### config.mk
export PLATFORM = sky130hd
export DESIGN_NAME = stream_cmd_decoder
export DESIGN_NICKNAME = d
export VERILOG_FILES = /design/src/rtl/stream_cmd_pkg.sv /design/src/rtl/stream_escape_decoder.sv /design/src/rtl/stream_cmd_decoder.sv
export SDC_FILE = /design/constraint.sdc
export NUM_CORES = 1
export LEC_CHECK = 0
export ABC_AREA = 1
export CORE_ASPECT_RATIO = 1.75
export CORE_MARGIN = 2
export CORE_UTILIZATION = 41
export CTS_CLUSTER_DIAMETER = 80
export DETAILED_ROUTE_END_ITERATION = 12
export SYNTH_ARGS = -nofsm -noshare
export SYNTH_HDL_FRONTEND = slang
export SYNTH_SLANG_ARGS = --single-unit
### constraint.sdc
create_clock -name iCLK -period 6.2 [get_ports iCLK]
set_input_delay 0.62 -clock iCLK [delete_from_list [all_inputs] [get_ports iCLK]]
set_output_delay 0.62 -clock iCLK [all_outputs]
set_load 0.01 [all_outputs]
### src/rtl/stream_cmd_pkg.sv
// Shared types and constants for the host byte-stream command decoder.
// Latency: none (declarations only). Backpressure: not applicable.
// Holds FSM states, escape token kinds, error codes, escape opcodes and command match.
package stream_cmd_pkg;

  typedef enum logic [1:0] {
    IDLE   = 2'd0,
    ERROR  = 2'd1,
    LOAD   = 2'd2,
    FINISH = 2'd3
  } state_e;

  typedef enum logic [1:0] {
    TOK_DATA  = 2'd0,
    TOK_ABORT = 2'd1,
    TOK_ACK   = 2'd2,
    TOK_BAD   = 2'd3
  } tok_kind_e;

  typedef struct packed {
    tok_kind_e  kind;
    logic [7:0] dat;
  } tok_t;

  localparam logic [1:0] ERR_NONE      = 2'd0;
  localparam logic [1:0] ERR_BAD_CMD   = 2'd1;
  localparam logic [1:0] ERR_BAD_ESC   = 2'd2;
  localparam logic [1:0] ERR_LATE_DATA = 2'd3;

  localparam logic [7:0] ESC_ABORT = 8'h00;
  localparam logic [7:0] ESC_ACK   = 8'h01;
  localparam logic [7:0] CMD_MASK  = 8'hC0;
  localparam logic [7:0] CMD_VALUE = 8'h80;

  function automatic logic is_load_cmd(input logic [7:0] b);
    return (b & CMD_MASK) == CMD_VALUE;
  endfunction

endpackage

### src/rtl/stream_escape_decoder.sv
// Escape layer: turns accepted bytes into data/abort/ack/bad tokens.
// Latency: token is combinational with the accepted byte; only the escape flag is stored.
// Backpressure: none of its own; caller presents only bytes it has accepted.
module stream_escape_decoder
  import stream_cmd_pkg::*;
#(
  parameter logic [7:0] ESC_BYTE = 8'hFE
) (
  input  logic       core_clk,
  input  logic       arst_n,
  input  logic       byte_vld,
  input  logic [7:0] byte_dat,
  output logic       tok_vld,
  output tok_t       tok_dat
);

  logic esc_q, esc_d;

  always_comb begin
    esc_d        = esc_q;
    tok_vld      = 1'b0;
    tok_dat.kind = TOK_DATA;
    tok_dat.dat  = byte_dat;
    if (byte_vld) begin
      if (esc_q) begin
        esc_d   = 1'b0;
        tok_vld = 1'b1;
        if (byte_dat == ESC_ABORT)     tok_dat.kind = TOK_ABORT;
        else if (byte_dat == ESC_ACK)  tok_dat.kind = TOK_ACK;
        else if (byte_dat == ESC_BYTE) tok_dat.kind = TOK_DATA;
        else                           tok_dat.kind = TOK_BAD;
      end else if (byte_dat == ESC_BYTE) begin
        esc_d = 1'b1;
      end else begin
        tok_vld = 1'b1;
      end
    end
  end

  always_ff @(posedge core_clk or negedge arst_n) begin
    if (!arst_n) esc_q <= 1'b0;
    else         esc_q <= esc_d;
  end

endmodule

### src/rtl/stream_cmd_decoder.sv
// Host stream parser: load command, escapes, frame payload out (trailer sum if STREAM_CMD_DECODER_CHECKSUM_EN).
// Latency: byte accepted at edge N appears on oPIX at N+1; status pulses also at N+1.
// Backpressure: oBYTE_READY = !oPIX_VALID || iPIX_READY, applied to every byte kind.
module stream_cmd_decoder
  import stream_cmd_pkg::*;
#(
  parameter logic [7:0] ESC_BYTE         = 8'hFE,
  parameter int         FRAME_BYTES_LOG2 = 20,
  parameter int         FRAME_IDX_W      = 6,
  parameter int         CNT_W            = FRAME_BYTES_LOG2 + FRAME_IDX_W + 1
) (
  input  logic                   iCLK,
  input  logic                   iRST_N,
  input  logic [7:0]             iBYTE_DATA,
  input  logic                   iBYTE_VALID,
  output logic                   oBYTE_READY,
  output logic [7:0]             oPIX_DATA,
  output logic                   oPIX_VALID,
  input  logic                   iPIX_READY,
  output logic [FRAME_IDX_W:0]   oNUM_FRAMES,
  output logic                   oTRIGGER,
  output logic                   oFLUSH,
  output logic                   oBUSY,
  output logic                   oERROR,
  output logic [1:0]             oERR_CODE
);

  localparam int NF_W = FRAME_IDX_W + 1;

  state_e           state_q, state_d;
  logic [1:0]       err_code_q, err_code_d;
  logic [NF_W-1:0]  num_frames_q, num_frames_d;
  logic [CNT_W-1:0] cnt_q, cnt_d, cnt_inc, cnt_end;
  logic             pix_vld_q, pix_vld_d;
  logic [7:0]       pix_dat_q, pix_dat_d;
  logic             trigger_q, trigger_d, flush_q, flush_d;
  logic             byte_rdy, byte_fire, tok_vld, push;
  tok_t             tok;
`ifdef STREAM_CMD_DECODER_CHECKSUM_EN
  logic [7:0]       sum_q, sum_d;
  logic             trl_ok_q, trl_ok_d;
`endif

  assign byte_rdy  = !pix_vld_q || iPIX_READY;
  assign byte_fire = iBYTE_VALID && byte_rdy;
  assign cnt_inc   = cnt_q + CNT_W'(1);
  // Counter carries a spare MSB so a full 2^FRAME_IDX_W-frame target is representable.
  assign cnt_end   = CNT_W'(num_frames_q) << FRAME_BYTES_LOG2;

  stream_escape_decoder #(.ESC_BYTE(ESC_BYTE)) u_esc (
    .core_clk (iCLK),
    .arst_n   (iRST_N),
    .byte_vld (byte_fire),
    .byte_dat (iBYTE_DATA),
    .tok_vld  (tok_vld),
    .tok_dat  (tok)
  );

  always_comb begin
    state_d      = state_q;
    err_code_d   = err_code_q;
    num_frames_d = num_frames_q;
    cnt_d        = cnt_q;
    pix_vld_d    = pix_vld_q && !iPIX_READY;
    pix_dat_d    = pix_dat_q;
    trigger_d    = 1'b0;
    flush_d      = 1'b0;
    push         = 1'b0;
`ifdef STREAM_CMD_DECODER_CHECKSUM_EN
    sum_d        = sum_q;
    trl_ok_d     = trl_ok_q;
`endif
    if (tok_vld) begin
      case (tok.kind)
        TOK_ABORT: begin
          state_d   = IDLE;
          flush_d   = 1'b1;
          cnt_d     = '0;
          pix_vld_d = 1'b0;
        end
        TOK_BAD: begin
          state_d    = ERROR;
          err_code_d = ERR_BAD_ESC;
        end
        TOK_ACK: begin
          if (state_q == LOAD) begin
            state_d    = ERROR;
            err_code_d = ERR_BAD_ESC;
          end else if (state_q == FINISH) begin
`ifdef STREAM_CMD_DECODER_CHECKSUM_EN
            if (trl_ok_q) state_d = IDLE;
`else
            state_d = IDLE;
`endif
          end
        end
        default: begin
          case (state_q)
            LOAD: begin
              push  = 1'b1;
              cnt_d = cnt_inc;
              if (cnt_inc == cnt_end) state_d = FINISH;
`ifdef STREAM_CMD_DECODER_CHECKSUM_EN
              sum_d = sum_q + tok.dat;
`endif
            end
            FINISH: begin
`ifdef STREAM_CMD_DECODER_CHECKSUM_EN
              if (!trl_ok_q && tok.dat == sum_q) begin
                trl_ok_d = 1'b1;
              end else begin
                state_d    = ERROR;
                err_code_d = ERR_LATE_DATA;
              end
`else
              state_d    = ERROR;
              err_code_d = ERR_LATE_DATA;
`endif
            end
            default: begin
              if (is_load_cmd(tok.dat)) begin
                state_d      = LOAD;
                num_frames_d = NF_W'(tok.dat[FRAME_IDX_W-1:0]) + NF_W'(1);
                cnt_d        = '0;
                flush_d      = 1'b1;
                trigger_d    = 1'b1;
`ifdef STREAM_CMD_DECODER_CHECKSUM_EN
                sum_d        = '0;
                trl_ok_d     = 1'b0;
`endif
              end else begin
                state_d    = ERROR;
                err_code_d = ERR_BAD_CMD;
              end
            end
          endcase
        end
      endcase
    end
    if (push) begin
      pix_vld_d = 1'b1;
      pix_dat_d = tok.dat;
    end
    if (state_d != ERROR) err_code_d = ERR_NONE;
  end

  always_ff @(posedge iCLK or negedge iRST_N) begin
    if (!iRST_N) begin
      state_q      <= IDLE;
      err_code_q   <= ERR_NONE;
      num_frames_q <= '0;
      cnt_q        <= '0;
      pix_vld_q    <= 1'b0;
      pix_dat_q    <= '0;
      trigger_q    <= 1'b0;
      flush_q      <= 1'b0;
`ifdef STREAM_CMD_DECODER_CHECKSUM_EN
      sum_q        <= '0;
      trl_ok_q     <= 1'b0;
`endif
    end else begin
      state_q      <= state_d;
      err_code_q   <= err_code_d;
      num_frames_q <= num_frames_d;
      cnt_q        <= cnt_d;
      pix_vld_q    <= pix_vld_d;
      pix_dat_q    <= pix_dat_d;
      trigger_q    <= trigger_d;
      flush_q      <= flush_d;
`ifdef STREAM_CMD_DECODER_CHECKSUM_EN
      sum_q        <= sum_d;
      trl_ok_q     <= trl_ok_d;
`endif
    end
  end

  assign oBYTE_READY = byte_rdy;
  assign oPIX_DATA   = pix_dat_q;
  assign oPIX_VALID  = pix_vld_q;
  assign oNUM_FRAMES = num_frames_q;
  assign oTRIGGER    = trigger_q;
  assign oFLUSH      = flush_q;
  assign oBUSY       = (state_q == LOAD) || (state_q == FINISH);
  assign oERROR      = (state_q == ERROR);
  assign oERR_CODE   = err_code_q;

endmodule
Yosys cells after proc, flatten, opt, wreduce, memory -nomap -nowiden. Cells that the tools add are included.

Register bits: 50. Bits in latches: 0. Bits in writable memories: 0. Memory bits (read-only): 0. Bits of input ports: 12. Memories kept: 0.

$add $sub $neg: 2. Multiply operators: 0. Div/mod/pow operators: 0. $lt $le $gt $ge: 0. Eq/ne operators: 16. Shifts and indexed selects: 0. Multiplexer cells: 38. Bitwise logic cells: 3. Reductions and logical operators: 15.

Operators by type and width (count): $pmux W27 S2 (2); $mux W2 (14); $add A27 B1 Y27 const B (1); $eq A27 B27 Y1 (1); $mux W27 (1); $mux W1 (16); $pmux W2 S3 (2); $eq A2 B2 Y1 const B (5); $eq A8 B1 Y1 const B (1); $eq A8 B8 Y1 const B (1); $logic_not A8 Y1 (1); $pmux W2 S2 (2); $reduce_and A4 Y1 (2); $add A6 B1 Y7 const B (1); $ne A5 B1 Y1 const B (1); $reduce_and A5 Y1 (1); $eq A2 B1 Y1 const B (2); $ne A2 B1 Y1 const B (2); $ne A4 B2 Y1 const B (1); $reduce_or A2 Y1 (2); $ne A3 B3 Y1 const B (1); $not A1 Y1 (3); $reduce_bool A3 Y1 (1); $reduce_or A3 Y1 (1); other kinds (6) (9).

Logic depth before layout (Yosys ltp).
Depth in word-level cells: 12. Gate-level depth with buffers: 18. Gate-level depth less buffers: 18.

Hierarchy. From an unflattened synthesis, not the netlist that was laid out.

Cells, all modules: 510. Area total of the unflattened synthesis: 3390.8 µm².

Modules (own cells, without submodules): stream_cmd_decoder (times used 1, cells an instance 462, area each 3139.3 µm², sequential area each 1226.2 µm²); stream_escape_decoder (times used 1, cells an instance 48, area each 251.5 µm², sequential area each 25.0 µm²).

Least setup slack after synthesis. OpenSTA, ideal clock, no wires.

Kind: in2reg. Start point: input port iBYTE_DATA[0]. End point: register cnt_q[16]. Library setup time: 0.080 ns. Data arrival time: 2.127 ns. Data required time: 6.120 ns. Slack: 3.993 ns. Stages on the path: 11. Cell sequence: inv_1 ha_1 inv_1 nor3_2 inv_1 o22ai_1 nand2_4 nor3_4 inv_4 buf_6 o22ai_2.

Longest elaborated chain between the ends: 10. Elaborated cells between the ends (all ways): 20. Those cells by class: 6 x eq/ne; 9 x mux; 1 x bitwise; 4 x reduce/logical.

Ends and longest elaborated chain: start: declaration (line stream_cmd_decoder.sv:14) `input logic [7:0] iBYTE_DATA,`; $eq A8 B8 Y1 (line stream_escape_decoder.sv:30, stream_escape_decoder.sv:32); $mux W2 (line stream_escape_decoder.sv:30) `else if (byte_dat == ESC_BYTE) tok_dat.kind = TOK_DATA;`; $mux W2 (line stream_escape_decoder.sv:29) `else if (byte_dat == ESC_ACK) tok_dat.kind = TOK_ACK;`; $mux W2 (line stream_escape_decoder.sv:28) `if (byte_dat == ESC_ABORT) tok_dat.kind = TOK_ABORT;`; $mux W2 (line stream_escape_decoder.sv:25) `if (esc_q) begin`; $mux W2 (line stream_escape_decoder.sv:24) `if (byte_vld) begin`; $eq A2 B2 Y1 (line stream_cmd_decoder.sv:74) `case (tok.kind)`; $reduce_or A2 Y1 (no line); $not A1 Y1 (no line); $reduce_and A4 Y1 (no line); end signal: assignment (line stream_cmd_decoder.sv:165) `cnt_q <= cnt_d;`; end: declaration (line stream_cmd_decoder.sv:33) `logic [CNT_W-1:0] cnt_q, cnt_d, cnt_inc, cnt_end;`.

Parallel ways exist; a longest one is shown, timed or not. A chain may end at the register's enable or synchronous reset.

Worst setup path in the final report.
Start point: input port iBYTE_DATA[0]. End point: register cnt_q[11].

The elaborated chain is that of the path after synthesis.

==> summary.txt <==
Synth
  – Syn Area/Cell: 7.05 um^2
  – Top-area cell type share of the netlist area: roughly 39%
  – Primary FF master, synth: dfrtp_1
  – Number of synthesized flops with an enable pin: 0
  – FF+latch count, synth: 50
  – Distinct cells, synth: 33
  – Mapped Cells: approximately 460
  – YS warnings: 0
  – Area leader, netlist: dfrtp_1
  – Syn Nets: around 480
  – Cell Area, Synth: about 0.0032 mm^2
  – Fraction of registers with async set or reset after synthesis: 100%
  – Top post-synthesis cells by area: dfrtp_1, nand2_1, inv_1
  – Sequential share of the synthesized area: between 30% and 40%

Clock network
  – Clock Sinks: 50
  – Postcts setup bufs: 0
  – CTS resizes: 0
  – Clock Latency Late Sink: ~290 ps
  – CTS tree: yes
  – Clk buf depth: 2
  – Clk root buf: clkbuf_16
  – CTS Hold Buffers Added: 0
  – Worst-path clk slew: 70 ps
  – CTS buffer count: 5
  – H-tree levels: 2

Timing
  – Slew margin rel.: 34.8%
  – Slew @ Worst Pin: a little under 1000 ps
  – Clk_skew: between 5 and 6 ps
  – Final max-slew violation count: 0
  – Fin. Hold Viols: 0
  – Max Clk Rate: 332 MHz
  – Min Clock Period, post-route: a little over 3000 ps
  – TNS Setup: 0 ps
  – WHS: between 400 and 500 ps
  – Setup violators final: 0
  – Period utilisation layout: between 40% and 50%
  – RSZ-0062 raised after global routing: false

Worst setup path
  – FF-to-FF End: oERR_CODE[0]
  – Worst EP arrival: around 3100 ps
  – Kind of critical path: in -> reg
  – Critical path cell sequence: clkdlybuf4s50_1 -> inv_1 -> ha_1 -> nand4_2 -> o21ai_1 -> inv_1 -> nand2_2 -> inv_2 -> nand2_4 -> inv_1 -> o21ai_0
  – Crit path from: iBYTE_DATA[0]
  – FF-to-FF Start: cnt_q[0]
  – CP endpoint: cnt_q[11]
  – Reg2reg path depth: 17
  – CP dominant cell by count: inv_1
  – Req. time, crit path: about 6300 ps
  – CP max-delay cell: inv_1
  – Critical Path Sink Type: register
  – Setup crit start kind: primary input
  – Worst stage delay on the critical path: a little over 700 ps
  – CP max FO: 24
  – R2R Setup Slk: ~3700 ps

Floorplan
  – # IOs: 35
  – Core Area: 0.00757 mm^2
  – Full die area: approximately 0.0086 mm^2
  – FP Rows: 42
  – Die X: 70.8 um
  – Die span in y: 121 um
  – Initial Util: a little over two fifths

Finish
  – Diodes inserted: 0
  – Nets: a little over 500
  – Share of cells above drive strength 1: under 10%
  – Area grow syn2layout: 17.8%
  – Layout fillers: around 790

Global routing
  – Congestion Overflow GR: 0
  – Tot GR Track Use: a little over a fifth
  – First-pass GRT wire length: 14200 um
  – Vias in the first global route: just over 3k
  – Grt peak-use layer: met2
  – GR Layer Usage met1: roughly a fifth
  – Largest net degree at the start of global routing: 51
  – Initial antenna violation count: 0
  – GR Util met3: ~3.6%
  – Met2 Use GR: between 40% and 50%

Power
  – VDD IR-drop max: 160 uV
  – Pwr Density: about 260 mW/mm^2
  – Pleak: around 1.7 nW
  – Power, Total: roughly 0.99 mW

Detailed routing
  – DR vias: about 3k
  – WL per Instance: 14.3 um
  – ANT nets after route: 0
  – Drt drc: 0
  – Pre-antenna DRT Iters: 4
  – Via density: roughly 5
  – Iteration-0 DRC Markers: approximately 250
  – Drt total wl: between 8000 and 9000 um

Run status
  – Status: completed

Flow run
  – Max-Cap Viols: 0

Min path
  – HP Class: in -> async

Placement
  – IO Port Bufs: 34
  – Final HPWL DP: about 6400 um
  – Gpl congestion: between 0.9 and 1
==> cell usage after synthesis, types with 5 or more instances <==
| cell type | number |
|---|---|
| o21ai_0 | 27 |
| nand2_1 | 153 |
| nand4_1 | 6 |
| a21oi_1 | 5 |
| ha_1 | 9 |
| nand3_1 | 34 |
| xor2_1 | 6 |
| inv_1 | 58 |
| nor2_1 | 57 |
| dfrtp_1 | 50 |
| o22ai_2 | 10 |
| o22ai_1 | 7 |
==> stage by stage <==
step | setup slack, ps | instance area (um^2) | std cells | utilization (%)
detailed placement | 2920 | 3630 | 573 | 48.0
floorplan | 3990 | 3210 | 455 | -
global route | 2940 | 3780 | 581 | 49.9
CTS | 3190 | 3780 | 581 | 49.9
global placement | 2960 | 3630 | 573 | 48.0
finish | 3180 | 3780 | 581 | 49.9
==> placed cells by master, fill, tap and decap left out, drive strengths merged, types with 9 or more instances in the layout <==
cell type / instances
nand2: 155
inv: 61
nor2: 60
dfrtp: 50
nand3: 34
clkdlybuf4s50: 33
o21ai: 31
o22ai: 17
ha: 9
==> logic make-up (layout without fill, tap and decap cells) <==
| kind of cell | count (synthesis) | after routing | share of synthesized area (%) |
|---|---|---|---|
| buffers and inverters | 67 | 105 | 8.27 |
| flip-flops | 50 | 50 | 39.0 |
| adder cells (fa/ha/maj) | 9 | 9 | 3.51 |
| AND/OR/NAND/NOR | 266 | 266 | 35.6 |
| AO/OA/AOI/OAI | 56 | 56 | 11.6 |
| XOR/XNOR | 7 | 7 | 1.91 |
==> sequential cells by signal, indices dropped and copies added, names as in the netlist <==
register / cells
oNUM_FRAMES: 7
oPIX_DATA: 8
oPIX_VALID: 1
oTRIGGER: 1
oFLUSH: 1
state_q: 2
oERR_CODE: 2
cnt_q: 27
u_esc.esc_q: 1
==> worst max-delay path, delay by kind of cell <==
family | cells | cell delay, ps
AOI/OAI and AO/OA | 2 | 330
buffers and inverters | 5 | 1670
adders and majority gates | 1 | 210
and+or+nand+nor | 3 | 310
==> worst min-delay path by stage <==
stage	start	to	slack, ps	cells after the start
final	iRST_N	cnt_q[17]	450	2
after CTS	iRST_N	cnt_q[17]	470	2
after floorplan	iRST_N	cnt_q[0]	320	0
after global routing	iRST_N	cnt_q[18]	510	2
after global placement	oPIX_DATA[6]	oPIX_DATA[6]	470	2
after detailed placement	oPIX_DATA[6]	oPIX_DATA[6]	470	2
==> report_power, final <==
part           total, mW  internal [mW]  switching [mW]  leakage, nW
Clock              0.286          0.161           0.125       0.0739
Combinational      0.282          0.139           0.144        0.963
Sequential         0.422          0.379          0.0427        0.670
Total              0.990          0.679           0.312         1.71
==> layout make-up <==
cell class | instances | area [um^2] | share of cell area (%)
multi-input cells | 338 | 1690 | 44.7
flip-flops and latches | 50 | 1250 | 33.1
repair buffers | 35 | 343 | 9.08
inverters | 62 | 236 | 6.26
clock buffers | 7 | 143 | 3.78
well taps | 88 | 110 | 2.91
clock inverters | 1 | 5.00 | 0.132
==> layer usage <==
metal  share of wire, %  up-vias  routed length (um)
li1                   -     1525                   -
met1                 37     1379                3080
met2                 56       64                4650
met3                2.9       20                 237
met4                3.9        0                 320
met5                  0        -                   0
No activity file was read; power rests on OpenSTA's default activity.
==> RTL edit 1, RTL diff (same settings) <==
Set the parameter `FRAME_IDX_W` to 5 (it was 6).
--- a/src/rtl/stream_cmd_decoder.sv
+++ b/src/rtl/stream_cmd_decoder.sv
@@ -6,7 +6,7 @@
 #(
   parameter logic [7:0] ESC_BYTE         = 8'hFE,
   parameter int         FRAME_BYTES_LOG2 = 20,
-  parameter int         FRAME_IDX_W      = 6,
+  parameter int         FRAME_IDX_W      = 5,
   parameter int         CNT_W            = FRAME_BYTES_LOG2 + FRAME_IDX_W + 1
 ) (
   input  logic                   iCLK,
Interface: changed (resized oNUM_FRAMES); port bits go from 35 to 34. The function was not compared with the original's and may differ.
==> RTL edit 1 against the unedited design <==
- sequential cell count decreased by 2
- first-iteration DRC count decreased by 31%
- wire length increased by 1.9%
- synthesized area decreased by 2.2%
- non-clock buffer count decreased by 1
- die area decreased by 2.1%
- register-to-register slack improved by 0.05 ns
- largest power group unchanged
- critical path type unchanged
- worst setup slack got worse by 0.047 ns
- design area decreased by 0.40%
- total power increased by 21%
==> RTL edit 1: results <==
{
  "met1_usage": 0.213,
  "r2r-end": "cnt_q[22]$_DFFE_PN0P_",
  "p_leak_nw": 1.68,
  "worst-path-max-fanout": 15,
  "synthFlopType": "dfrtp_1",
  "fin_cells": 561,
  "grt.total_usage": 0.216,
  "power.combinational.fraction": 0.320,
  "synth_cell_types": 37,
  "hold_ws_ns": 0.430,
  "cts_buffers": 5,
  "max_stage_delay_ns": 0.55,
  "n_fill_cell": 769,
  "clock_latency_ns": 0.29,
  "yosysSeqAreaShare": 0.383,
  "status": "finished clean",
  "dp_cells": 553,
  "ir_worst_vdd_mv": 0.194,
  "met1_length_microns": 3040,
  "place_ws_ns": 2.83,
  "via_per_inst": 5.20,
  "route.met2.wl_microns": 4870,
  "grt_max_degree": 49,
  "dr_wl_met3_microns": 185,
  "fin_skew_ns": 0.00221,
  "use_met3": 0.0227,
  "p_comb_w": 0.000383,
  "use_met2": 0.430,
  "synth_top_cells_by_count": "131 x nand2_1, 51 x inv_1, 50 x nor2_1, 48 x dfrtp_1, 37 x nand3_1",
  "place_area_sq_um": 3550,
  "grt_pass1_vias": 2944,
  "diodes": 0,
  "relSlewSlack": 0.459,
  "place.gp.congestion": 0.929,
  "largest_reg_flops": 26,
  "dr.pass1.iters": 4,
  "slowest_stage": "clkdlybuf4s50_1",
  "nets": 493,
  "rrSetupSlack_ns": 3.78,
  "drive_gt1_frac": 0.0994,
  "io_buffers": 33,
  "grt_pass1_wl_microns": 14100,
  "synth_cells": 436,
  "wl_per_cell_microns": 15.0,
  "dp_hpwl_microns": 6620,
  "maxCapViolCount": 0,
  "swShare": 0.312,
  "top_layer_used": "met4",
  "drt_iter0_drc": 172,
  "rr_startpoint": "oPIX_VALID$_DFF_PN0_",
  "regMostFlops": "cnt_q",
  "r2r_cells": 10,
  "syn_nets": 457,
  "synth_area_leaders": "dfrtp_1 38%, nand2_1 16%, inv_1 6.1%",
  "worst-endpoint-arrival_ns": 3.26
}
-- RTL edit 1: cell types whose count changed in the layout (fill, tap and decap cells not counted), moves of 3 or more --
| cell | unedited run | this run |
|---|---|---|
| nand3_1 | 34 | 37 |
| o22ai_2 | 10 | 4 |
| bufinv_16 | 0 | 3 |
| o21ai_0 | 27 | 31 |
| inv_1 | 58 | 51 |
| nand2_2 | 1 | 9 |
| nand2_1 | 153 | 131 |
| nor2_4 | 0 | 8 |
| nor2_1 | 57 | 50 |
-- RTL edit 1: how the worst max path moves through the flow --
stage / startpoint / endpoint / slack [ns] / cells after the start
after floorplan: iBYTE_DATA[0] / cnt_q[4]$_DFFE_PN0P_ / 4.07 / 12
after global placement: iBYTE_DATA[0] / cnt_q[17]$_DFFE_PN0P_ / 2.95 / 12
after detailed placement: iBYTE_DATA[0] / cnt_q[22]$_DFFE_PN0P_ / 2.83 / 12
after CTS: iBYTE_DATA[0] / cnt_q[22]$_DFFE_PN0P_ / 3.15 / 12
after global routing: iBYTE_DATA[0] / cnt_q[9]$_DFFE_PN0P_ / 2.86 / 12
final: iBYTE_DATA[0] / cnt_q[22]$_DFFE_PN0P_ / 3.14 / 12
-- RTL edit 1: area by class of cell --
cell class                      count  area (sq um)  area share
Timing Repair Buffer               34           333      0.0885
Clock inverter                      3          90.1      0.0239
Multi-Input combinational cell    329          1700       0.452
Inverter                           54           203      0.0539
Sequential cell                    48          1200       0.319
Clock buffer                        5           125      0.0333
Tap cell                           88           110      0.0293
-- RTL edit 1: logic make-up after synthesis --
group	after synthesis	share of synthesized area
DFF	48	0.383
buffers and inverters	59	0.0746
adders and majority gates	9	0.0359
AOI/OAI and AO/OA	56	0.109
xor gates and xnor gates	5	0.0140
and+or+nand+nor	259	0.383
==> RTL edit 2, RTL diff (same flow settings) <==
Made on the original files. Encoding of `state_e`: now one-hot (4 bits for 4 states).
--- a/src/rtl/stream_cmd_pkg.sv
+++ b/src/rtl/stream_cmd_pkg.sv
@@ -3,11 +3,11 @@
 // Holds FSM states, escape token kinds, error codes, escape opcodes and command match.
 package stream_cmd_pkg;
 
-  typedef enum logic [1:0] {
-    IDLE   = 2'd0,
-    ERROR  = 2'd1,
-    LOAD   = 2'd2,
-    FINISH = 2'd3
+  typedef enum logic [3:0] {
+    IDLE   = 4'b0001,
+    ERROR  = 4'b0010,
+    LOAD   = 4'b0100,
+    FINISH = 4'b1000
   } state_e;
 
   typedef enum logic [1:0] {
Behaviour: no difference found for any inputs over 10 cycles, from zero or initial values and one cycle with iRST_N low; not proved beyond that.
==> RTL edit 2 against the unedited design <==
- sequential cell count increased by 2
- die area increased by 2.9%
- synthesized area increased by 3.0%
- global-route usage increased by 1.1 points
- clock skew decreased by 0.0021 ns
- total power increased by 11%
- highest routed layer unchanged
- count of clock-buffer cells in the layout decreased by 1
- worst setup slack improved by 0.026 ns
- wire length increased by 11%
- design area increased by 3.7%
==> RTL edit 2: results <==
{
  "status": "finished clean",
  "regMostFlops": "cnt_q",
  "grt_pass1_wl_microns": 14900,
  "ys.warnings.count": 0,
  "io_buffers": 34,
  "clock_latency_ns": 0.29,
  "hold_path_class": "input pin to async pin",
  "nets": 530,
  "synthAdderAreaFrac": 0.0189,
  "path_clk_slew_ns": 0.07,
  "synthFlopType": "dfrtp_1",
  "yosys.area_share.xor_xnor": 0.0159,
  "muxShareOfSynthArea": 0,
  "clock-root-buffer": "clkbuf_16",
  "syn_nets": 495,
  "dp_hpwl_microns": 7090,
  "relSlewSlack": 0.416,
  "antenna_found_initial": 0,
  "cts_resized": 0,
  "grt.total_usage": 0.223,
  "dr.pass1.iters": 5,
  "diodes": 0,
  "postCtsSetupRepairBufs": 0,
  "vias": 3151,
  "fin_skew_ns": 0.00324,
  "p_leak_nw": 1.78,
  "largest_reg_flops": 27,
  "synth_compound_area_frac": 0.0939,
  "routed_wl_microns": 9220,
  "synthArstFlopShare": 1.00,
  "drive_gt1_frac": 0.0778,
  "worst-endpoint-arrival_ns": 3.14,
  "cts_max_level": 2,
  "n_fill_cell": 780,
  "synth_cell_types": 32,
  "ir_worst_vdd_mv": 0.165,
  "place.gp.congestion": 0.910,
  "grt_max_degree": 53,
  "slowest_stage": "clkdlybuf4s50_1",
  "cts_buffers": 5,
  "max_stage_delay_ns": 0.54,
  "drt_iter0_drc": 185,
  "clk_path_buf_depth": 2,
  "synth_top_cells_by_count": "151 x nand2_1, 59 x inv_1, 54 x nor2_1, 51 x dfrtp_1, 43 x nand3_1",
  "synth_area_leaders": "dfrtp_1 39%, nand2_1 17%, inv_1 6.7%",
  "worst-path-max-fanout": 32,
  "yosysSeqAreaShare": 0.394
}
-- RTL edit 2: cell types whose count changed after synthesis, sizes merged, moves of 2 or more --
cell | unedited run | this run
a21oi | 5 | 3
ha | 9 | 5
inv | 61 | 64
nand3 | 34 | 46
nand3b | 2 | 4
nor2 | 60 | 65
nor3 | 6 | 8
nor4 | 0 | 2
o21ai | 31 | 37
o22ai | 17 | 13
-- RTL edit 2: report_power, final --
part	switching, W	internal, W	leakage [nW]
sequential	0.0000428	0.000395	0.693
clock	0.000130	0.000232	0.0911
combinational	0.000158	0.000141	0.993
-- RTL edit 2: worst max-delay path: cells and delay by family --
kind / cells / cell delay [ns]
and+or+nand+nor: 4 / 0.81
buffers and inverters: 4 / 1.17
adders and majority gates: 1 / 0.22
AOI/OAI and AO/OA: 2 / 0.32
-- RTL edit 2: area by class of cell --
class | count | area (sq um) | area share
sequential | 52 | 1300 | 0.333
timing repair buffer | 35 | 343 | 0.0875
multi-input combinational | 355 | 1730 | 0.442
clock inverter | 2 | 60.1 | 0.0153
tap | 90 | 113 | 0.0288
clock buffer | 6 | 129 | 0.0329
inverter | 64 | 240 | 0.0613
-- RTL edit 2: path summary, 6_finish.rpt --
| check | startpoint | to | slack, ns | cells after the start |
|---|---|---|---|---|
| max | iBYTE_DATA[0] | oPIX_DATA[1]$_DFFE_PN0P_ | 3.21 | 11 |
| min | iRST_N | cnt_q[5]$_DFFE_PN0P_ | 0.45 | 2 |
| max reg2reg | cnt_q[0]$_DFFE_PN0P_ | oERR_CODE[1]$_DFFE_PN0P_ | 3.70 | 16 |
| min reg2reg | oPIX_DATA[4]$_DFFE_PN0P_ | oPIX_DATA[4]$_DFFE_PN0P_ | 0.49 | 2 |
| max in group asynchronous | iRST_N | oNUM_FRAMES[4]$_DFFE_PN0P_ | 5.28 | 2 |
| min in group iCLK | oPIX_DATA[4]$_DFFE_PN0P_ | oPIX_DATA[4]$_DFFE_PN0P_ | 0.49 | 2 |
-- RTL edit 2: stage by stage --
stage               hold WS, ns  area (sq um)  worst slack (ns)  cells  total power [W]
finish                    0.453          3920              3.21    604          0.00110
global route              0.513          3920              2.95    604          0.00116
CTS                       0.484          3920              3.19    604          0.00111
detailed placement        0.476          3730              2.88    596         0.000745
global placement          0.470          3730              2.97    596         0.000740
floorplan                 0.324          3300              4.16    478         0.000586
-- RTL edit 2: per-layer routing --
metal | vias to the layer above | GRT usage | routed length (microns)
met5 | - | 0 | 0
met4 | 0 | 0.127 | 426
met3 | 24 | 0.0279 | 199
met2 | 66 | 0.423 | 5060
met1 | 1460 | 0.227 | 3530
li1 | 1601 | - | -
